**config.mk**
```make
export PLATFORM = sky130hd
export DESIGN_NAME = shiftreg_seq_ctrl
export DESIGN_NICKNAME = d
export VERILOG_FILES = /design/src/rtl/shiftreg_seq_ctrl.sv
export SDC_FILE = /design/constraint.sdc
export NUM_CORES = 1
export LEC_CHECK = 0
export CORE_MARGIN = 1.5
export CORE_UTILIZATION = 43
export DETAILED_ROUTE_END_ITERATION = 16
export GPL_ROUTABILITY_DRIVEN = 0
export PLACE_DENSITY_LB_ADDON = 0.1
export SYNTH_ARGS = -nofsm -noshare
export SYNTH_HDL_FRONTEND = slang
export SYNTH_SLANG_ARGS = --single-unit
export TNS_END_PERCENT = 10
```
**constraint.sdc**
```tcl
create_clock -name CLK -period 1.8 [get_ports CLK]
set_clock_uncertainty 0.2 [all_clocks]
set_input_delay 0.27 -clock CLK [delete_from_list [all_inputs] [get_ports CLK]]
set_output_delay 0.27 -clock CLK [all_outputs]
set_load 0.02 [all_outputs]
```
**src/rtl/shiftreg_seq_ctrl.sv**
```systemverilog
// Sequencer for a WIDTH-bit parallel-in shift register.
// Accepts a word over a valid/ready handshake, strobes a load, then issues a
// programmed number of shift strobes while returning the Q0 bit stream
// (LSB first). Every output is registered on posedge CLK so it is stable
// by the following negedge, which is when the shift register samples.
module shiftreg_seq_ctrl #(
    parameter int WIDTH = 4,
    parameter int GAP   = 1
) (
    input  logic             CLK,
    input  logic             RST,
    input  logic             IN_VALID,
    output logic             IN_READY,
    input  logic [WIDTH-1:0] IN_DATA,
    input  logic [2:0]       IN_COUNT,
    input  logic             IN_ROT,
    input  logic [WIDTH-1:0] Q_IN,
    output logic [WIDTH-1:0] D_OUT,
    output logic             L,
    output logic             SH,
    output logic             SI,
    output logic             BIT_OUT,
    output logic             BIT_VALID,
    output logic             BUSY,
    output logic             DONE
);

    typedef enum logic [1:0] {
        S_IDLE,
        S_LOAD,
        S_SHIFT,
        S_GAP
    } state_t;

    // Value loaded into the gap counter on entry to GAP; counts down to 0.
    localparam logic [2:0] GAP_LAST = 3'((GAP > 0) ? (GAP - 1) : 0);

    state_t     state_q;
    logic [2:0] cnt_q;
    logic [2:0] gap_q;
    logic       rot_q;

    // Only Q0 is observed; the upper register bits are not needed here.
    logic q_upper_unused;
    assign q_upper_unused = ^Q_IN[WIDTH-1:1];

    // Controller FSM with all outputs registered; strobes default low each cycle.
    always_ff @(posedge CLK or posedge RST) begin
        if (RST) begin
            state_q   <= S_IDLE;
            cnt_q     <= 3'd0;
            gap_q     <= 3'd0;
            rot_q     <= 1'b0;
            IN_READY  <= 1'b1;
            D_OUT     <= '0;
            L         <= 1'b0;
            SH        <= 1'b0;
            SI        <= 1'b0;
            BIT_OUT   <= 1'b0;
            BIT_VALID <= 1'b0;
            BUSY      <= 1'b0;
            DONE      <= 1'b0;
        end else begin
            L         <= 1'b0;
            SH        <= 1'b0;
            SI        <= 1'b0;
            BIT_VALID <= 1'b0;
            DONE      <= 1'b0;
            case (state_q)
                S_IDLE: begin
                    if (IN_VALID && IN_READY) begin
                        D_OUT    <= IN_DATA;
                        cnt_q    <= IN_COUNT;
                        rot_q    <= IN_ROT;
                        L        <= 1'b1;
                        IN_READY <= 1'b0;
                        BUSY     <= 1'b1;
                        state_q  <= S_LOAD;
                    end
                end
                // LOAD and SHIFT share the decision: shift again while shifts
                // remain, otherwise finish the word. Q_IN here reflects the
                // register after the previous negedge (load or shift).
                S_LOAD, S_SHIFT: begin
                    if (cnt_q != 3'd0) begin
                        SH        <= 1'b1;
                        BIT_VALID <= 1'b1;
                        BIT_OUT   <= Q_IN[0];
                        SI        <= rot_q & Q_IN[0];
                        cnt_q     <= cnt_q - 3'd1;
                        state_q   <= S_SHIFT;
                    end else begin
                        DONE <= 1'b1;
                        if (GAP == 0) begin
                            IN_READY <= 1'b1;
                            BUSY     <= 1'b0;
                            state_q  <= S_IDLE;
                        end else begin
                            gap_q   <= GAP_LAST;
                            state_q <= S_GAP;
                        end
                    end
                end
                S_GAP: begin
                    if (gap_q == 3'd0) begin
                        IN_READY <= 1'b1;
                        BUSY     <= 1'b0;
                        state_q  <= S_IDLE;
                    end else begin
                        gap_q <= gap_q - 3'd1;
                    end
                end
                default: state_q <= S_IDLE;
            endcase
        end
    end

endmodule

```
==> metrics.cfg <==
[timing]
period_minus_slack_ps=1750
fin_crit_sh_pct=97.0
maxSlewHeadroom_pct=70.8
holdWs_ps=-0.626
setup_tns_ps=0
rsz0062_at_grt=no
hold_viol=3
tightest_slew_ps=438
setup_violations=0
drv_slew=0
fmax_ghz=0.573

[finish]
drive_gt1_share_pct=25.6
fillers=187
layout_commonest_cell=dfrtp_1
regArea_um2=502
multiInputGateArea_um2=527
syn_to_final_growth_pct=36.7
final_area_mm2=0.00145
utilization_pct=63.7
layout_common_cells=19 x dfrtp_1, 18 x clkdlybuf4s50_1, 10 x inv_1
layout.nets=148
n_antenna_cell=0

[logic_synthesis]
ys_ff_latch=20
synth_cells=96
synth_top_family_by_area=simple AND/OR/NAND/NOR gates
syn_avg_cell_area_um2=11.0
yosys.cell_types.count=33
synthSimpleGateAreaFrac_pct=13.5
syn-num-nets=118
ys_warn_count=0
synth-xor-area-share_pct=0
synthMuxAreaShare_pct=11.1
syn_area_mm2=0.00106
seq_area_frac_synth_pct=47.3
synth-compound-area-share_pct=13.1
synthAdderAreaFrac_pct=8.26

[routing]
route.final.wire_length_um=2060
wl_per_cell_um=13.4
first_iter_violations=10
dr.pass1.iters=4
viasPerCell=5.25
post-route-drc-count=0
ant_nets=0
vias=803

[status]
violations=negative hold slack
status=finished, violations left

[die]
chipHeight_um=52.6
die-width_um=52.6
pin_count=27
core_mm2=0.00228
fp-row-count=17
start_util_pct=46.6
die_area_mm2=0.00277

[clocking]
cts_setup_buffers=0
numCtsBuffers=3
clock-sinks=20
hold_buffers=0
root_buffer=clkbuf_4
h-tree-depth=1
clk_latency_ps=310
clk_pin_slew_ps=120
cts_tree=done
cts_buffer_depth=2

[placed_design]
dpl.hpwl_um=1510
port_buffers=23
place_area_mm2=0.00135

[grt]
grt_usage_pct=16.6
grt-busiest-layer=met2
grt.met3_usage_pct=3.43
grtUsageMet2_pct=28.3
grt_overflow_total=0
grt_pass1_wl_um=3330
antenna_found_initial=0
met1_usage_pct=19.8
grt_pass1_vias=760
grt_max_degree=15

[worst_setup_path]
crit_chain=clkdlybuf4s50_1
startpoint_type=flip-flop
crit_type=flip-flop to output pin
slowest_stage=clkdlybuf4s50_1
crit_path_max_fanout=2
slowest_delay_ps=600
worstSetupEndpointType=output pin
arrival_ps=1280
cp.buffers_inverters=1
worst_path_dominant_cell_family=buffers and inverters
worstPathRequired_ps=1330

[run]
max_cap_viol_count=0

[power]
vdd.ir_drop.worst_mv=1.04
power_density_mw_per_mm2=1890
p_leak_nw=0.704

[min_path]
hp-class=primary input to async pin

==> layer usage <==
| layer | up-vias | share of wire [%] |
|---|---|---|
| met5 | - | 0 |
| met4 | 0 | 1.7 |
| met3 | 5 | 2.7 |
| met2 | 16 | 51 |
| met1 | 394 | 44 |
| li1 | 388 | - |
==> where the power goes <==
group | switching (W) | total [W] | internal (W) | leakage, nW
Clock | 0.000145 | 0.000371 | 0.000225 | 0.0279
Sequential | 0.0000925 | 0.000743 | 0.000651 | 0.248
Combinational | 0.000820 | 0.00162 | 0.000804 | 0.428
==> kinds of logic (layout without fill, tap and decap cells) <==
group | after synthesis | in the layout
simple gates | 22 | 22
flops | 20 | 20
compound gates | 19 | 19
buf+inv | 17 | 46
mux | 11 | 11
fa+ha+maj | 7 | 7
==> path summary, 6_finish.rpt <==
kind                                 startpoint                      to  slack [ps]  cells after the start
setup / recovery           D_OUT[0]$_DFFE_PP0P_                D_OUT[0]          50                      1
hold / removal                              RST  state_q[1]$_DFFE_PP0P_        -0.6                      2
setup reg to reg           cnt_q[0]$_DFFE_PP0P_     BIT_OUT$_DFFE_PP0P_          80                      5
hold reg to reg            D_OUT[3]$_DFFE_PP0P_    D_OUT[3]$_DFFE_PP0P_         320                      1
max in group asynchronous                   RST    IN_READY$_DFFE_PP1P_         920                      3
min in group CLK           D_OUT[3]$_DFFE_PP0P_    D_OUT[3]$_DFFE_PP0P_         320                      1
==> cells in the mapped netlist <==
library cell   n  area share, %
dfrtp_1       19             45
inv_1         13            4.6
ha_1           7            8.3
mux2_2         6            6.4
nor2b_1        6            3.5
mux2i_1        5            4.7
a21oi_1        3            1.4
and3b_1        3            2.5
nand2_1        3            1.1
nor2_1         3            1.1
o21ai_0        3            1.4
a31oi_1        2            1.2
buf_2          2           0.94
nand3_1        2           0.94
a21boi_2       1            1.1
a21oi_2        1           0.83
a22o_1         1           0.83
a311oi_1       1           0.83
and2b_4        1           0.94
and3_1         1           0.59
buf_4          1           0.71
clkbuf_2       1           0.47
dfstp_2        1            2.5
nand2b_1       1           0.59
nor3_4         1            1.5
nor3b_1        1           0.71
o2111ai_1      1           0.83
o21ai_1        1           0.47
o21bai_1       1           0.71
o221ai_1       1           0.83
o22a_1         1           0.83
o22ai_2        1            1.2
o31ai_1        1           0.71
==> state kept, by name, summed over array words and instances (netlist names) <==
register	count
D_OUT	4
cnt_q	3
gap_q	3
state_q	2
BIT_OUT	1
BIT_VALID	1
BUSY	1
DONE	1
IN_READY	1
L	1
SI	1
rot_q	1
==> through the flow <==
stage               power, W  instances  setup slack [ps]
global route         0.00293        153              2.87
finish               0.00274        153              53.9
global placement     0.00222        149              44.4
CTS                  0.00266        153              8.84
detailed placement   0.00227        149             -35.4
floorplan            0.00176         96               127
==> area by class of cell <==
type | count | area share [%]
Multi-Input combinational cell | 59 | 36.4
Sequential cell | 20 | 34.6
Timing Repair Buffer | 29 | 19.6
Inverter | 13 | 3.37
Tap cell | 28 | 2.42
Clock inverter | 1 | 2.07
Clock buffer | 3 | 1.55
==> repair_timing <==
| action | 4_1_cts | 5_1_grt |
|---|---|---|
| pin swaps | 1 | 1 |
| gates resized for setup | 2 | 16 |
| endpoints found under the setup margin | 4 | 12 |
(Power assumes the default switching activity.)
